===== src/rtl/xc_malu_pkg.sv =====
`default_nettype none
// +----------------------------------------------------------------------+
// | Module   : xc_malu_pkg                                               |
// | Brief    : Shared state encoding and constants for the long-arith    |
// |            multi-cycle ALU sequencer.                                |
// | Revision : 1.0 - initial release                                     |
// +----------------------------------------------------------------------+
package xc_malu_pkg;

  // Sequencer states, 3-bit encoding shared with the datapath.
  typedef enum logic [2:0] {
    S_INIT   = 3'd0,
    S_MSUB_1 = 3'd1,
    S_MACC_1 = 3'd2,
    S_MMUL_1 = 3'd3,
    S_MMUL_2 = 3'd4,
    S_MMUL_3 = 3'd5,
    S_DONE   = 3'd6
  } malu_state_t;

  // Default number of shift-add multiply iterations.
  localparam int MMUL_STEPS_DEFAULT = 32;

  // True when exactly one bit of the operation select is set.
  function automatic logic is_one_hot4(input logic [3:0] v);
    return (v != 4'b0000) && ((v & (v - 4'd1)) == 4'b0000);
  endfunction

endpackage
`default_nettype wire


===== src/rtl/xc_malu_long_seq.sv =====
`default_nettype none
// +----------------------------------------------------------------------+
// | Module   : xc_malu_long_seq                                          |
// | Brief    : Control sequencer for the long-arithmetic multi-cycle ALU |
// |            (madd / msub / macc / mmul). Owns acc, carry and the      |
// |            multiply step counter; datapath and multiplier are        |
// |            external.                                                 |
// | Options  : XC_MALU_LONG_MMUL_EN - when defined, implements the mmul  |
// |            sequence; otherwise mmul is reported as unsupported.      |
// | Revision : 1.0 - initial release                                     |
// +----------------------------------------------------------------------+
module xc_malu_long_seq
  import xc_malu_pkg::*;
#(
  parameter int MMUL_STEPS = MMUL_STEPS_DEFAULT
) (
  input  logic        g_clk,
  input  logic        g_resetn,
  input  logic        valid,
  input  logic        flush,
  input  logic        uop_madd,
  input  logic        uop_msub,
  input  logic        uop_macc,
  input  logic        uop_mmul,
  input  logic [63:0] long_n_acc,
  input  logic        long_n_carry,
  input  logic [63:0] mul_n_acc,
  output logic        fsm_init,
  output logic        fsm_msub_1,
  output logic        fsm_macc_1,
  output logic        fsm_mmul_1,
  output logic        fsm_mmul_2,
  output logic        fsm_done,
  output logic [63:0] acc,
  output logic        carry,
  output logic [5:0]  count,
  output logic        ready,
  output logic        uop_bad
);

  malu_state_t state;
  logic [3:0]  uops;
  logic        req;
  logic        abort;
  logic        init_madd;

  assign uops = {uop_mmul, uop_macc, uop_msub, uop_madd};

  // A request is only honoured when exactly one operation is selected.
  assign req = valid && is_one_hot4(uops);

  // Losing valid mid-operation is treated exactly like a flush; DONE
  // always returns to INIT so it is not an abort there.
  assign abort = flush || (!valid && (state != S_INIT) && (state != S_DONE));

  assign init_madd = fsm_init && req && uop_madd;

  assign fsm_init   = (state == S_INIT);
  assign fsm_msub_1 = (state == S_MSUB_1);
  assign fsm_macc_1 = (state == S_MACC_1);
  assign fsm_done   = (state == S_DONE);

`ifdef XC_MALU_LONG_MMUL_EN
  localparam logic [5:0] LAST_STEP = 6'(MMUL_STEPS - 1);

  assign fsm_mmul_1 = (state == S_MMUL_1);
  assign fsm_mmul_2 = (state == S_MMUL_2);
  assign uop_bad    = 1'b0;
  assign ready      = init_madd || fsm_done;
`else
  logic mmul_reject;
  logic unused_mul;
  localparam int unused_steps = MMUL_STEPS;

  // Without the multiplier, mmul completes at once and is flagged bad.
  assign mmul_reject = fsm_init && req && uop_mmul;
  assign unused_mul  = ^mul_n_acc;
  assign fsm_mmul_1  = 1'b0;
  assign fsm_mmul_2  = 1'b0;
  assign uop_bad     = mmul_reject;
  assign ready       = init_madd || fsm_done || mmul_reject;
`endif

  // Sequencer: state transitions plus acc / carry / count updates.
  always_ff @(posedge g_clk or negedge g_resetn) begin
    if (!g_resetn) begin
      state <= S_INIT;
      acc   <= '0;
      carry <= 1'b0;
      count <= '0;
    end else if (abort) begin
      state <= S_INIT;
      count <= '0;
    end else begin
      count <= '0;
      case (state)
        S_INIT: begin
          if (req) begin
            if (uop_msub) begin
              acc   <= long_n_acc;
              state <= S_MSUB_1;
            end else if (uop_macc) begin
              acc   <= long_n_acc;
              carry <= long_n_carry;
              state <= S_MACC_1;
            end
`ifdef XC_MALU_LONG_MMUL_EN
            else if (uop_mmul) begin
              acc   <= '0;
              carry <= 1'b0;
              state <= S_MMUL_1;
            end
`endif
          end
        end
        S_MSUB_1: begin
          acc   <= long_n_acc;
          state <= S_DONE;
        end
        S_MACC_1: begin
          acc   <= long_n_acc;
          carry <= long_n_carry;
          state <= S_DONE;
        end
`ifdef XC_MALU_LONG_MMUL_EN
        S_MMUL_1: begin
          acc <= mul_n_acc;
          if (count == LAST_STEP) begin
            state <= S_MMUL_2;
          end else begin
            count <= count + 6'd1;
          end
        end
        S_MMUL_2: begin
          acc   <= long_n_acc;
          carry <= long_n_carry;
          state <= S_MMUL_3;
        end
        S_MMUL_3: begin
          acc   <= long_n_acc;
          carry <= long_n_carry;
          state <= S_DONE;
        end
`endif
        S_DONE:  state <= S_INIT;
        default: state <= S_INIT;
      endcase
    end
  end

endmodule
`default_nettype wire


===== config.mk =====
export PLATFORM = sky130hd
export DESIGN_NAME = xc_malu_long_seq
export DESIGN_NICKNAME = d
export VERILOG_FILES = /design/src/rtl/xc_malu_pkg.sv /design/src/rtl/xc_malu_long_seq.sv
export SDC_FILE = /design/constraint.sdc
export NUM_CORES = 1
export LEC_CHECK = 0
export ABC_CLOCK_PERIOD_IN_PS = 1850
export CORE_MARGIN = 1
export CORE_UTILIZATION = 25
export CTS_BUF_LIST = sky130_fd_sc_hd__clkbuf_4
export CTS_CLUSTER_DIAMETER = 30
export CTS_CLUSTER_SIZE = 8
export DETAILED_ROUTE_END_ITERATION = 8
export PLACE_DENSITY = 0.64
export SLEW_MARGIN = 15
export SYNTH_ARGS = -nofsm -noshare
export SYNTH_HDL_FRONTEND = slang
export SYNTH_SLANG_ARGS = --single-unit

===== constraint.sdc =====
create_clock -name g_clk -period 1.85 [get_ports g_clk]
set_input_delay 0.37 -clock g_clk [delete_from_list [all_inputs] [get_ports g_clk]]
set_output_delay 0.37 -clock g_clk [all_outputs]
set_load 0.02 [all_outputs]

==> reports/metrics.yaml, run 1 <==
timing.critical_path.slowest_cell_delay_ns: 0.41
antennaDiodeCount: 0
grt_max_degree: 69
boundaryPins: 216
fp.dieH_um: 112
design.final.nets: 502
n_fill_cell: 1061
cts.htree.levels: 3
netlist_area_sq_um: 3040
dpl.hpwl_um: 5150
ff2ff_path_depth: 8
crit-reg2reg-launch: "state[2]$_DFFE_PN0P_"
syn_avg_cell_area_sq_um: 16.7
critPathMaxFanout: 6
globalplace.congestion: 0.727
first_global_vias: 2368
min-delay-path-class: "input pin to asynchronous set/reset pin"
fin_area_sq_um: 5200
finalCoreUtilization_pct: 44.8
ir_drop_worst_vdd_uv: 494
worst_path_most_repeated_cell: "sky130_fd_sc_hd__buf_6"
syn_inst: 182
yosys_register_bits: 68
worstReg2RegEnd: "acc[43]$_DFFE_PN0P_"
violations: "design-rule violations, negative setup slack"
yosys_warnings: 0
post-route-min-period_ns: 2.07
worst-setup-path-type: "flop to flop"
area.growth.synth_to_final_pct: 70.9
placeableCoreArea_sq_um: 11600
worst_setup_path_endpoint: "acc[43]$_DFFE_PN0P_"
fmax_ghz: 0.484
site_rows: 39
power_leakage_nw: 2.57
timing.final.setup_violations: 66
rsz_0062_raised_after_global_routing: "yes"
cts_tree: "yes"
avgRoutedWirePerCell_um: 15.0
slowest_stage: "sky130_fd_sc_hd__dfrtp_1"
cp_data_arrival_time_ns: 2.38
drv.max_cap_violation_count: 0
yosys.area.top_type: "sky130_fd_sc_hd__dfrtp_1"
place_ws_ns: -0.783
vias: 2157
finalCritPeriodShare_pct: 112
end_kind: "flop"
first_pass_grt_wire_length_um: 11900
report.final.slew_viol_count: 0
status: "finished, violations left"
setup.worst_path.start: "state[2]$_DFFE_PN0P_"
ff2ff_setup_slack_ns: -0.22
finalPower_mw: 6.03
pwr_density_cell_nw_per_um2: 1160
gr-total-overflow: 0
portBuffers: 143
post_route_cells_drive_above_1_share_pct: 37.0
clockBufferDepth: 2
post_detailed_route_count_of_antenna_violating_nets: 0
dr.first_iter.drc_count: 73
vias_per_cell: 4.20
post_dp_cell_area_sq_um: 4740
unique_cell_type_count_in_the_yosys_netlist: 27
grtUsageTotal_pct: 12.4
clkSinkCount: 68
fin_setup_tns_ns: -10.19
finalWorstSetupSlack_ns: -0.217
post_route_drc: 8
die_area_sq_um: 12600
width_of_the_die_um: 112
crit_path_start_kind: "flop"
finalHoldViolCount: 0
synth-seq-area-share_pct: 56.0
clk-insertion-delay-late_ns: 0.43
drtPass1Iterations: 8
start_util_pct: 26.2
tritoncts.num_buffers: 9
clock_tree_root: "sky130_fd_sc_hd__clkbuf_4"
clk_pin_slew_ns: 0.12
antenna_found_initial: 0
wl_um: 7670
netlist.area_leader.share_pct: 56.0
synth.area.top_cells: "sky130_fd_sc_hd__dfrtp_1 56%, sky130_fd_sc_hd__mux2_4 30%, sky130_fd_sc_hd__buf_8 3.0%"
finalClockSkew_ns: 0.0167
cp_data_required_time_ns: 2.17
timing.critical_path.cells: "buf_6 -> or3b_4 -> nor3_4 -> a21oi_4 -> buf_6 -> buf_12 -> clkbuf_16 -> mux2_4"
[what timing repair did]
action | 4_1_cts | 5_1_grt
hold endpoints to repair | 68 | 0
setup endpoints to repair | 73 | 82
buffers inserted | 6 | 3
resized for setup | 40 | 45
hold buffers | 1 | 0
pin swaps | 4 | 6
gates cloned | 2 | 3
[worst max-delay path, delay by kind of cell, from the launching register on]
family	cells	cell delay [ns]
flip-flops	1	0.41
AO/OA/AOI/OAI	1	0.08
multiplexers	1	0.29
buffers and inverters	4	0.57
AND/OR/NAND/NOR	2	0.61
[report_power, final]
group / switching, mW / internal (mW)
sequential: 0.293 / 2.00
clock: 0.515 / 0.349
combinational: 1.17 / 1.70
[cells in the final DEF (no fill, tap or decap), drive strengths merged]
master / n
mux2: 65
a211o: 1
nor2b: 1
buf: 39
nor3b: 1
clkinvlp: 1
clkdlybuf4s50: 116
and3b: 1
or4b: 1
nand2b: 2
or3b: 2
o31a: 1
clkbuf: 17
inv: 2
nor4b: 2
xor2: 1
dfrtp: 68
nand2: 1
o22ai: 1
dlymetal6s2s: 13
dlygate4sd3: 1
a21oi: 4
conb: 8
o21ai: 2
nor2: 8
dlygate4sd2: 7
clkinv: 1
nor3: 3
[how the worst min path moves through the flow]
stage	to	slack, ns	startpoint	cells past startpoint
4_1_cts	acc[60]$_DFFE_PN0P_	0.46	g_resetn	3
5_1_grt	acc[41]$_DFFE_PN0P_	0.50	g_resetn	3
6_report	acc[41]$_DFFE_PN0P_	0.49	g_resetn	3
3_3_place_gp	acc[2]$_DFFE_PN0P_	0.42	g_resetn	2
3_5_place_dp	acc[2]$_DFFE_PN0P_	0.43	g_resetn	2
2_1_floorplan	acc[0]$_DFFE_PN0P_	0.07	g_resetn	0
[flip-flops by register name (all words and copies together), names as in the netlist]
register	count
acc	64
state	3
carry	1
[synth_stat cells]
cell,count
sky130_fd_sc_hd__mux2_4,60
sky130_fd_sc_hd__o31a_1,1
sky130_fd_sc_hd__or3b_2,1
sky130_fd_sc_hd__or4b_2,1
sky130_fd_sc_hd__nor3b_1,1
sky130_fd_sc_hd__or3b_4,1
sky130_fd_sc_hd__nand2b_1,2
sky130_fd_sc_hd__inv_1,2
sky130_fd_sc_hd__conb_1,1
sky130_fd_sc_hd__nor3_4,1
sky130_fd_sc_hd__nand2_1,1
sky130_fd_sc_hd__a21oi_2,1
sky130_fd_sc_hd__o22ai_1,1
sky130_fd_sc_hd__o21ai_0,2
sky130_fd_sc_hd__xor2_1,1
sky130_fd_sc_hd__nor3_1,2
sky130_fd_sc_hd__and3b_1,1
sky130_fd_sc_hd__mux2_2,5
sky130_fd_sc_hd__a21oi_4,1
sky130_fd_sc_hd__dfrtp_1,68
sky130_fd_sc_hd__buf_8,6
sky130_fd_sc_hd__nor2_1,8
sky130_fd_sc_hd__buf_4,8
sky130_fd_sc_hd__nor4b_1,2
sky130_fd_sc_hd__a211o_1,1
sky130_fd_sc_hd__nor2b_1,1
sky130_fd_sc_hd__a21oi_1,2
[routing by layer]
metal  GRT usage, %  vias to the layer above  part of all wire (%)
met5              0                        -                     0
met4           7.20                        0                   2.3
met3           4.27                       14                   7.5
met2           19.1                       89                    47
met1           15.0                     1061                    43
li1               -                      993                     -
[per-stage QoR]
step | hold WS [ns] | cells
after detailed placement | 0.433 | 483
after global placement | 0.423 | 483
final | 0.491 | 513
after floorplan | 0.0744 | 189
after CTS | 0.461 | 508
after global routing | 0.502 | 513
[logic make-up (layout without fill, tap and decap cells)]
family          Yosys count  after routing  share of synthesized area [%]
buf+inv                  16            197                           5.19
mux                      65             65                           31.5
simple gates             22             22                           4.69
compound gates            9              9                           2.26
other cells               1              8                          0.123
xor+xnor                  1              1                          0.288
flops                    68             68                           56.0
[final cells by class]
type                    instances  area, sq um  share of cell area, %
multi-input cells             105         1270                   24.5
well taps                     143          179                   3.44
clock buffers                  14          105                   2.02
flip-flops and latches         68         1700                   32.8
inverters                       2         7.51                  0.144
clock inverters                 2         11.3                  0.217
repair buffers                179         1920                   36.9
No activity file was read; power rests on OpenSTA's default activity.
==> run 2: changes to the inputs <==
- TNS_END_PERCENT: not set -> 100
==> results of run 2 <==
No change in the layout: final DEF, timing and power equal those of run 1.
==> run 3: changes to the inputs <==
- ABC_AREA: not set -> 1
- SLEW_MARGIN: 15 -> 20
==> reports/metrics.yaml, run 3 <==
status: "complete, no violations"
grtUsageTotal_pct: 14.5  # +2.2 points
yosys.area.top_type: "sky130_fd_sc_hd__dfrtp_1"
clkSinkCount: 68  # unchanged
post_route_cells_drive_above_1_share_pct: 9.62  # -27 points
drtPass1Iterations: 5  # -3
tritoncts.num_buffers: 9  # unchanged
finalClockSkew_ns: 0.0106  # -0.00608 ns
fin_cells: 646  # +26%
netlist_area_sq_um: 3070  # +0.82%
width_of_the_die_um: 113  # +0.40%
area.growth.synth_to_final_pct: 56.4
ff2ff_setup_slack_ns: 0.22  # +0.44 ns
postCtsSetupRepairBufs: 0  # -6
dp.cells: 631  # +31%
grt_max_degree: 65  # -5.8%
fmax_ghz: 0.547  # +13%
antennaDiodeCount: 0  # unchanged
slowest_stage: "sky130_fd_sc_hd__dlygate4sd2_1"
first_pass_grt_wire_length_um: 14500  # +22%
unique_cell_type_count_in_the_yosys_netlist: 22  # -19%
ir_drop_worst_vdd_uv: 477  # -3.4%
first_global_vias: 2930  # +24%
netlist.area_leader.share_pct: 55.5  # -0.46 points
yosys_warnings: 0  # unchanged
worst-setup-path-type: "input pin to primary output"
vias_per_cell: 4.61  # +9.6%
fin_setup_tns_ns: 0  # +10.19 ns
synth.area.top_cells: "sky130_fd_sc_hd__dfrtp_1 56%, sky130_fd_sc_hd__nand2_1 17%, sky130_fd_sc_hd__nand4_1 14%"
antenna_found_initial: 0  # unchanged
syn_avg_cell_area_sq_um: 8.73  # -48%
max_flop_register: "acc"
pwr_density_cell_nw_per_um2: 1450  # +25%
timing.final.setup_violations: 0  # -100%
asyncSetResetFlopFracSynth_pct: 100  # unchanged
critPathMaxFanout: 3  # -3
die_area_sq_um: 12700  # +0.80%
portBuffers: 143  # unchanged
dr.first_iter.drc_count: 146  # +100%
finalCritPeriodShare_pct: 98.8  # -13 points
cp.buffers_inverters: 3  # -1
end_kind: "primary output"
min-delay-path-class: "input pin to asynchronous set/reset pin"
most_common_library_cell_in_the_layout_ignoring_fill_and_taps: "sky130_fd_sc_hd__nand2_1"
report.final.slew_viol_count: 0  # unchanged
place_ws_ns: -0.573  # +0.210 ns
crit_path_start_kind: "input pin"
gr-total-overflow: 0  # unchanged
cpLargestDelayFamily: "buffers and inverters"
synth_enable_flop_cells: 0  # unchanged
synth-seq-area-share_pct: 55.5  # -0.46 points
finalWorstSetupSlack_ns: 0.0228  # +0.240 ns
clk-insertion-delay-late_ns: 0.40  # -0.03 ns
cts_tree: "yes"
n_fill_cell: 1218  # +15%
cts.htree.levels: 3  # unchanged
synth_common_cells: "138 x sky130_fd_sc_hd__nand2_1, 68 x sky130_fd_sc_hd__dfrtp_1, 67 x sky130_fd_sc_hd__nand4_1"
clock_tree_root: "sky130_fd_sc_hd__clkbuf_4"
vias: 2977  # +38%
timing.critical_path.slowest_cell_delay_ns: 0.27  # -0.14 ns
wp_depth: 7  # -1
post_detailed_route_count_of_antenna_violating_nets: 0  # unchanged
cp_data_arrival_time_ns: 1.46  # -0.92 ns
power_leakage_nw: 2.33  # -9.3%
yosys_register_bits: 68  # unchanged
fp.dieH_um: 113  # +0.40%
worstReg2RegEnd: "acc[61]$_DFFE_PN0P_"
worst_setup_path_endpoint: "ready"
globalplace.congestion: 0.756  # +3.9%
post-route-min-period_ns: 1.83  # -0.240 ns
crit-reg2reg-launch: "state[1]$_DFFE_PN0P_"
largestRegisters: "acc x64, state x3, carry x1"
post_route_drc: 0  # -8
start_util_pct: 25.6  # -0.55 points
cp_data_required_time_ns: 1.48  # -0.69 ns
design.final.nets: 633  # +26%
dpl.hpwl_um: 6360  # +23%
drv.max_cap_violation_count: 0  # unchanged
wl_um: 8880  # +16%
ys.flop_type: "sky130_fd_sc_hd__dfrtp_1"
mostFrequentLayoutCells: "138 x sky130_fd_sc_hd__nand2_1, 131 x sky130_fd_sc_hd__clkdlybuf4s50_1, 68 x sky130_fd_sc_hd__dfrtp_1, 67 x sky130_fd_sc_hd__nand4_1, 15 x sky130_fd_sc_hd__buf_4"
timing.critical_path.cells: "dlygate4sd2_1 -> nor2_1 -> inv_1 -> nand2_1 -> nand3_2 -> o31ai_2 -> buf_4"
avgRoutedWirePerCell_um: 13.8  # -8.1%
site_rows: 40  # +2.6%
placeableCoreArea_sq_um: 12000  # +3.0%
setup.worst_path.start: "uop_msub"
rsz_0062_raised_after_global_routing: "yes"
clockBufferDepth: 2  # unchanged
number_of_flip_flops_under_the_largest_register_name: 64  # unchanged
syn_inst: 351  # +93%
synth.most_common_cell: "sky130_fd_sc_hd__nand2_1"
ff2ff_path_depth: 9  # +1
finalHoldViolCount: 0  # unchanged
boundaryPins: 216  # unchanged
clk_pin_slew_ns: 0.10  # -0.02 ns
==> run 3: cell count changes in the layout (fill, tap and decap cells not counted), moves of 8 or more <==
cell                              change
sky130_fd_sc_hd__nand4_1             +67
sky130_fd_sc_hd__buf_6                -8
sky130_fd_sc_hd__dlymetal6s2s_1      -13
sky130_fd_sc_hd__inv_1               +11
sky130_fd_sc_hd__mux2_4              -60
sky130_fd_sc_hd__nand2_1            +138
sky130_fd_sc_hd__clkdlybuf4s50_1     +15
==> run 3: worst min path at each step <==
stage / to / cells after the start
global placement: acc[63]$_DFFE_PN0P_ / 1
global route: acc[16]$_DFFE_PN0P_ / 2
floorplan: acc[0]$_DFFE_PN0P_ / 0
finish: acc[63]$_DFFE_PN0P_ / 2
CTS: acc[17]$_DFFE_PN0P_ / 2
detailed placement: acc[63]$_DFFE_PN0P_ / 1
==> run 3: logic make-up (layout without fill, tap and decap cells) <==
logic type             count (synthesis)  in the layout  share of synthesized area [%]
AO/OA/AOI/OAI                          5              5                          0.979
other                                  1              8                          0.122
flip-flops                            68             68                           55.5
buffers and inverters                 52            193                           9.22
AND/OR/NAND/NOR                      225            225                           34.2
==> run 3: final cells by class <==
cell class | instances | area [sq um] | share of cell area (%)
clock buffer | 9 | 67.6 | 1.41
clock inverter | 5 | 21.3 | 0.444
inverter | 17 | 68.8 | 1.43
multi-input combinational | 238 | 1120 | 23.4
sequential | 68 | 1700 | 35.5
tap | 147 | 184 | 3.84
timing repair buffer | 162 | 1630 | 34.0
==> run 3: timing repair <==
item / 4_1_cts / 5_1_grt
setup endpoints to repair: 6 / 5
pin swaps: 3 / 4
resized for setup: 32 / 7
cloned: 0 / 0
hold buffers: 1 / 0
hold endpoints to repair: 32 / 0
==> run 3: per-stage QoR <==
stage	util (%)	area [sq um]	power [mW]	hold slack, ns
after floorplan	-	3090	4.34	0.0744
after global placement	39.3	4700	6.22	0.354
after detailed placement	39.3	4700	6.29	0.355
after global routing	40.1	4800	7.42	0.452
final	40.1	4800	6.95	0.453
after CTS	40.0	4780	7.05	0.428
==> run 3: metal layers <==
| metal | vias to the layer above | part of all wire, % | track usage [%] | routed length, um |
|---|---|---|---|---|
| met4 | 0 | 1.5 | 6.13 | 135 |
| met1 | 1426 | 43 | 17.8 | 3820 |
| met5 | - | 0 | 0 | 0 |
| li1 | 1446 | - | - | - |
| met3 | 10 | 6.3 | 4.07 | 563 |
| met2 | 95 | 49 | 24.0 | 4370 |
==> run 3: report_power, final <==
part           total [mW]  internal, mW  switching, mW
clock               0.723         0.244          0.479
combinational        3.64          1.70           1.94
sequential           2.58          2.18          0.401
total                6.95          4.13           2.82
